[config.mk]
export PLATFORM = sky130hd
export DESIGN_NAME = serial_add_sub
export DESIGN_NICKNAME = d
export VERILOG_FILES = /design/src/rtl/serial_arith_pkg.sv /design/src/rtl/serial_add_sub_full_adder.sv /design/src/rtl/serial_add_sub.sv
export SDC_FILE = /design/constraint.sdc
export NUM_CORES = 1
export LEC_CHECK = 0
export BUFFER_PORTS_ARGS = -buffer_cell sky130_fd_sc_hd__buf_2
export CAP_MARGIN = 20
export CORE_MARGIN = 4
export CORE_UTILIZATION = 49
export CTS_CLUSTER_DIAMETER = 120
export DETAILED_ROUTE_END_ITERATION = 10
export PLACE_DENSITY = 0.79
export SYNTH_ARGS = -nofsm -noshare
export SYNTH_HDL_FRONTEND = slang
export SYNTH_SLANG_ARGS = --single-unit
[constraint.sdc]
create_clock -name clk -period 1.8 [get_ports clk]
set_input_delay 0.36 -clock clk [delete_from_list [all_inputs] [get_ports clk]]
set_output_delay 0.36 -clock clk [all_outputs]
set_load 0.1 [all_outputs]
[src/rtl/serial_arith_pkg.sv]
// Shared definitions for the bit-serial arithmetic blocks: FSM state encoding
// and the add/subtract mode constants.
package serial_arith_pkg;

  typedef enum logic [1:0] {
    IDLE = 2'd0,
    RUN  = 2'd1,
    DONE = 2'd2
  } state_t;

  localparam logic MODE_ADD = 1'b0;
  localparam logic MODE_SUB = 1'b1;

endpackage

[src/rtl/serial_add_sub_full_adder.sv]
// One-bit full adder used as the single bit-slice of the serial adder/subtractor.
module full_adder (
  input  logic a,
  input  logic b,
  input  logic cin,
  output logic sum,
  output logic carry
);

  assign sum   = a ^ b ^ cin;
  assign carry = (a & b) | (a & cin) | (b & cin);

endmodule

[src/rtl/serial_add_sub.sv]
// Bit-serial adder/subtractor: one WIDTH-bit add or subtract per WIDTH+1 clocks,
// LSB first through a single full-adder cell, with start/busy/done handshake.
module serial_add_sub
  import serial_arith_pkg::*;
#(
  parameter int WIDTH = 8
) (
  input  logic             clk,
  input  logic             rst_n,
  input  logic             start,
  input  logic             sub,
  input  logic [WIDTH-1:0] a,
  input  logic [WIDTH-1:0] b,
  input  logic             cin,
  output logic             busy,
  output logic             done,
  output logic [WIDTH-1:0] sum,
  output logic             cout,
  output logic             ovf
);

  localparam int CNT_W = (WIDTH > 1) ? $clog2(WIDTH) : 1;
  localparam logic [CNT_W-1:0] LAST_BIT = CNT_W'(WIDTH - 1);

  state_t           state;
  logic [WIDTH-1:0] op_a;
  logic [WIDTH-1:0] op_b;
  logic [WIDTH-1:0] acc;
  logic [WIDTH-1:0] acc_next;
  logic             carry;
  logic [CNT_W-1:0] cnt;
  logic             fa_sum;
  logic             fa_carry;

  full_adder u_bit (
    .a    (op_a[0]),
    .b    (op_b[0]),
    .cin  (carry),
    .sum  (fa_sum),
    .carry(fa_carry)
  );

  // New result bits enter at the MSB so after WIDTH shifts bit 0 sits at the LSB.
  assign acc_next = {fa_sum, acc[WIDTH-1:1]};

  // Subtraction is a + ~b + 1, so the mode only changes what is loaded.
  always_ff @(posedge clk or negedge rst_n) begin
    if (!rst_n) begin
      state <= IDLE;
      op_a  <= '0;
      op_b  <= '0;
      acc   <= '0;
      carry <= 1'b0;
      cnt   <= '0;
      busy  <= 1'b0;
      done  <= 1'b0;
      sum   <= '0;
      cout  <= 1'b0;
      ovf   <= 1'b0;
    end else begin
      case (state)
        IDLE, DONE: begin
          done <= 1'b0;
          if (start) begin
            op_a  <= a;
            op_b  <= (sub == MODE_SUB) ? ~b : b;
            carry <= (sub == MODE_SUB) ? 1'b1 : cin;
            cnt   <= '0;
            acc   <= '0;
            busy  <= 1'b1;
            state <= RUN;
          end else begin
            state <= IDLE;
          end
        end

        RUN: begin
          acc   <= acc_next;
          op_a  <= op_a >> 1;
          op_b  <= op_b >> 1;
          carry <= fa_carry;
          // The carry register still holds the carry into the MSB on the last edge.
          if (cnt == LAST_BIT) begin
            sum   <= acc_next;
            cout  <= fa_carry;
            ovf   <= carry ^ fa_carry;
            busy  <= 1'b0;
            done  <= 1'b1;
            state <= DONE;
          end else begin
            cnt <= cnt + CNT_W'(1);
          end
        end

        default: begin
          busy  <= 1'b0;
          done  <= 1'b0;
          state <= IDLE;
        end
      endcase
    end
  end

endmodule

Word-level counts from Yosys, hierarchy flattened
Index checks and enable logic that the tools add are counted.
- latch bits: 0
- memory bits (writable): 0
- bits of input ports: 21
- word-level logic and storage cells: 55
- register bits after elaboration: 42
- memories: 0
- output and inout bits: 12
- bits in read-only memories: 0
- muxes and demuxes: 21
- divide/modulo/power cells: 0
- multiply operators: 0
- equality and inequality tests: 6
- bitwise logic cells: 9
- order comparisons: 0
- $add $sub $neg: 1
- reductions and logical operators: 7
- shifts and indexed selects: 0
- operators with widths (kind ; number):
    case mux 8 bit (2 select lines) ; 3
    two-way mux 8 bit ; 4
    NOT 8 bit ; 1
    two-way mux 1 bit ; 7
    two-way mux 3 bit ; 2
    inequality test 2 bit (second input constant) ; 3
    case mux 3 bit (2 select lines) ; 1
    AND reduction 2 bit ; 3
    case mux 1 bit (2 select lines) ; 2
    case mux 2 bit (2 select lines) ; 1
    adder 3 x 1 -> 3 bit (second input constant) ; 1
    AND 1 bit ; 3
    equality test 3 bit (second input constant) ; 1
    AND reduction 3 bit ; 1
    bitwise XOR 1 bit ; 3
    equality test 2 x 1 -> 1 bit (second input constant) ; 1
    equality test 2 bit (second input constant) ; 1
    logical NOT 2 bit ; 1
    two-way mux 2 bit ; 1
    OR 1 bit ; 2
    nonzero test 2 bit ; 1
    OR reduction 2 bit ; 1

Depth between registers and ports, before layout
- word-level depth: 4
- gate-level depth with buffers: 6
- gate-level depth less buffers: 5

Hierarchy
From an unflattened synthesis, not the netlist that was laid out.
- cells, all modules: 132
- area total of the unflattened synthesis: 1715.4 µm²
- by module, submodules not included (module ; cells each ; area an instance (µm²) ; instances ; seq. area each (µm²)):
    serial_add_sub ; 131 ; 1695.4 ; 1 ; 1001.0
    full_adder ; 1 ; 20.0 ; 1 ; 0.0

Worst setup path after synthesis
Ideal clock, no wire load.
- path kind: reg2reg
- start: register state[1]
- end: register op_b[5]
- setup time: 0.126 ns
- buffers on the path: 1
- period minus slack after synthesis: 1.858 ns
- data arrival time: 1.732 ns
- required time: 1.674 ns
- slack: -0.058 ns
- cell stages (with the launch flop): 4
- path through: dfrtp_1 and2b_4 buf_2 a221o_1
- longest elaborated chain between the ends: 4
- elaborated cells between the ends (all ways): 8
- those cells by class: eq/ne: 3; mux: 1; reduce/logical: 4
- RTL lines (element ; RTL line ; RTL):
    from (decl) ; serial_add_sub.sv:25 ; state_t state;
    from (signal assigned) ; serial_add_sub.sv:49 ; state <= IDLE;
    from (signal assigned) ; serial_add_sub.sv:71 ; state <= RUN;
    from (signal assigned) ; serial_add_sub.sv:73 ; state <= IDLE;
    equality test 2 bit / logical NOT 2 bit (equally long branches) ; serial_add_sub.sv:61 ; case (state)
    OR reduction 2 bit ; serial_add_sub.sv:61 ;
    inequality test 2 bit (no line) / nonzero test 2 bit (equally long branches) ; - ;
    AND reduction 2 bit (no line) ; - ;
    to (signal assigned) ; serial_add_sub.sv:66 ; op_b <= (sub == MODE_SUB) ? ~b : b;
    to (signal assigned) ; serial_add_sub.sv:80 ; op_b <= op_b >> 1;
    to (decl) ; serial_add_sub.sv:27 ; logic [WIDTH-1:0] op_b;
Parallel ways exist; a longest one is shown, timed or not.
A chain may end at the register's enable or synchronous reset.

Worst setup path in the final report
- start: register cnt[0]
- end: register cnt[2]
- longest elaborated chain between the ends: 3
- elaborated cells between the ends (all ways): 6
- those cells by class: add/sub: 1; eq/ne: 2; mux: 2; reduce/logical: 1
- RTL lines (element ; RTL line ; RTL):
    from (decl) ; serial_add_sub.sv:31 ; logic [CNT_W-1:0] cnt;
    from (signal assigned) ; serial_add_sub.sv:91 ; cnt <= cnt + CNT_W'(1);
    adder 3 x 1 -> 3 bit / equality test 3 bit (equally long branches) ; serial_add_sub.sv:91, serial_add_sub.sv:83 ;
    two-way mux 3 bit / inequality test 2 bit (equally long branches) ; - ;
    case mux 3 bit (2 select lines) / AND reduction 3 bit (equally long branches) ; - ;
Parallel ways exist; a longest one is shown, timed or not. The select of a mux whose other input is x is not followed.

==> flow_metrics.env <==
export IMPL_core_um2=3360
export IMPL_layout_commonest_cell="dfrtp_1"
export IMPL_post_cts_buffers=0
export IMPL_final_nets=190
export IMPL_maxCapViolations=0
export IMPL_final_period_utilization_pct=90.4
export IMPL_routed_wirelength_um=2990
export IMPL_clkTransAtPathRegs_ns=0.11
export IMPL_worst_pin_slew_ns=0.562
export IMPL_synthToLayoutAreaGrowth_pct=14.4
export IMPL_avgSynthCellArea_um2=13.0
export IMPL_finalSetupViolCount=0
export IMPL_start_util_pct=51.0
export IMPL_reg2reg_from="cnt[0]"
export IMPL_irDropWorstVdd_mv=0.685
export IMPL_power_density_nw_per_um2=2050
export IMPL_grt_ovfl_total=0
export IMPL_synth_largest_area_cell="dfrtp_1"
export IMPL_dieWidth_um=67.2
export IMPL_ys_types=25
export IMPL_dpl_hpwl_um=2170
export IMPL_endpoint="cnt[2]"
export IMPL_cp_slowest_stage_delay_ns=0.47
export IMPL_synth_mux_area_share_pct=5.91
export IMPL_cts_tree="built"
export IMPL_clk_latency_ns=0.33
export IMPL_fin_worst_skew_ns=0.00670
export IMPL_ys_top_cells_by_area="dfrtp_1, a22o_1, mux2_2"
export IMPL_first_global_vias=1124
export IMPL_cp_required_ns=2.02
export IMPL_detail_route_iter0_violations=79
export IMPL_hold_path_class="input port to async pin"
export IMPL_reg2reg_depth=5
export IMPL_crit_fanout=7
export IMPL_synthAdderAreaFrac_pct=2.63
export IMPL_tns_ns=0
export IMPL_antenna_found_initial=0
export IMPL_cts_resized=0
export IMPL_syn_inst=132
export IMPL_dp_slack_ns=0.186
export IMPL_routabilityCongestion=0.780
export IMPL_fin_util_pct=58.3
export IMPL_vias_per_cell=5.27
export IMPL_syn_area_um2=1720
export IMPL_synthSimpleGateAreaFrac_pct=6.93
export IMPL_power_leakage_nw=1.00
export IMPL_outcome="finished, final reports clean"
export IMPL_crit_type="flop to flop"
export IMPL_max_slew_margin_pct=62.5
export IMPL_grt_max_degree=28
export IMPL_grt_pass1_wl_um=5130
export IMPL_n_antenna_cell=0
export IMPL_row_count=21
export IMPL_ios=33
export IMPL_hold_viol_final=0
export IMPL_drc=0
export IMPL_routedWlPerCell_um=14.0
export IMPL_htree_levels=2
export IMPL_end_kind="flop"
export IMPL_cp_arrival_ns=1.84
export IMPL_netlist_area_leader_share_pct=58.4
export IMPL_drv_slew=0
export IMPL_start_kind="flop"
export IMPL_fp_dieArea_um2=4510
export IMPL_final_area_um2=1960
export IMPL_cts_sinks=40
export IMPL_fin_cells=213
export IMPL_grt_usage_pct=15.4
export IMPL_fill_cells=307
export IMPL_clockRootBuffer="clkbuf_4"
export IMPL_synth_top_family_by_area="compound AO/OA/AOI/OAI gates"
export IMPL_place_area_um2=1900
export IMPL_port_buffers=32
export IMPL_crit_top_cell="ha_1"
export IMPL_ys_ff_latch=40
export IMPL_r2r_end="cnt[2]"
export IMPL_setup_slack_ns=0.173
export IMPL_synth_compound_area_share_pct=17.4
export IMPL_fmax_ghz=0.615
export IMPL_reg2reg_slack_ns=0.17
export IMPL_holdBufCountCts=0
export IMPL_grt_setup_unrepaired="no"
export IMPL_layout_common_cells="dfrtp_1, buf_2, a22o_1"
export IMPL_critPathSlowestCell="or3b_1"
export IMPL_crit_chain="ha_1 -> ha_1 -> or3b_1 -> nand3_1 -> o21ai_1"
export IMPL_seq_area_frac_synth_pct=58.4
export IMPL_clockBufferDepth=2
export IMPL_vias=1123
export IMPL_cp_startpoint="cnt[0]"
export IMPL_dp_cells=205
export IMPL_cts_buffers_inserted=5
export IMPL_yosys_warnings=0
export IMPL_die_y_um=67.2
export IMPL_synthesis_nets=156
export IMPL_ant_nets=0
export IMPL_drive_above_1_share_pct=32.3
export IMPL_min_period_ns=1.63
export IMPL_drt_pass1_iter_count=4
export IMPL_synth_xor_area_share_pct=4.60
[flip-flops by register name (all words and copies together) (netlist names)]
signal  count
state       2
cout        1
ovf         1
acc         7
op_a        8
cnt         3
busy        1
op_b        8
carry       1
sum         8
[cell families after synthesis]
| logic type | after synthesis |
|---|---|
| adder cells (fa/ha/maj) | 3 |
| AND/OR/NAND/NOR | 23 |
| AO/OA/AOI/OAI | 36 |
| multiplexers | 9 |
| flip-flops | 40 |
| XOR/XNOR | 9 |
| buffers and inverters | 12 |
[routing by layer]
| layer | part of all wire [%] | vias up | global-route usage [%] |
|---|---|---|---|
| li1 | - | 543 | - |
| met1 | 44 | 544 | 19.6 |
| met2 | 49 | 31 | 25.2 |
| met3 | 6.1 | 5 | 3.99 |
| met4 | 1.4 | 0 | 6.08 |
| met5 | 0 | - | 0 |
[cell type report]
class / count / area (um2) / share of cell area (%)
Inverter: 3 / 11.3 / 0.574
Multi-Input combinational cell: 80 / 642 / 32.7
Clock buffer: 8 / 58.8 / 3.00
Tap cell: 46 / 57.6 / 2.93
Sequential cell: 40 / 1000 / 51.1
Timing Repair Buffer: 36 / 190 / 9.69
[critical path, delay by kind of cell, from the launching register on]
kind                     cells  cell delay (ns)
AO/OA/AOI/OAI                1             0.08
AND/OR/NAND/NOR              2             0.61
flip-flops                   1             0.42
adder cells (fa/ha/maj)      2             0.41
[stage by stage]
step / hold WS (ns) / power [mW]
2_1_floorplan: 0.0644 / 3.29
5_1_grt: 0.0345 / 4.31
6_report: 0.00166 / 4.03
3_3_place_gp: 0.380 / 3.53
3_5_place_dp: 0.382 / 3.62
4_1_cts: 0.00681 / 4.08
[synth_stat cells]
cell type,number
and2b_4,1
buf_6,2
nand3_1,3
o21ai_0,2
xnor2_1,8
buf_2,4
buf_4,2
xor2_1,1
mux2_2,9
clkbuf_1,1
nor2_4,1
inv_1,3
or3b_1,1
dfrtp_1,40
ha_1,2
nor2_1,11
a221o_1,8
o21ai_1,3
nand2_1,3
nand3b_1,1
fa_1,1
a21o_1,7
or2b_1,1
nor2b_1,1
a22o_1,16
[worst min-delay path by stage]
| stage | from | to | slack [ns] | cells past startpoint |
|---|---|---|---|---|
| 4_1_cts | rst_n | sum[3] | 0.007 | 1 |
| 2_1_floorplan | rst_n | acc[1] | 0.06 | 0 |
| 6_report | rst_n | sum[1] | 0.002 | 1 |
| 3_5_place_dp | rst_n | sum[1] | 0.38 | 1 |
| 5_1_grt | rst_n | sum[3] | 0.03 | 1 |
| 3_3_place_gp | rst_n | sum[0] | 0.38 | 1 |
[where the power goes]
part / total [mW] / internal [mW] / switching (mW) / leakage, nW
Combinational: 2.02 / 0.654 / 1.36 / 0.469
Sequential: 1.56 / 1.30 / 0.259 / 0.503
Clock: 0.455 / 0.193 / 0.262 / 0.0326
Total: 4.03 / 2.15 / 1.88 / 1.00
No activity file was read; power rests on OpenSTA's default activity.
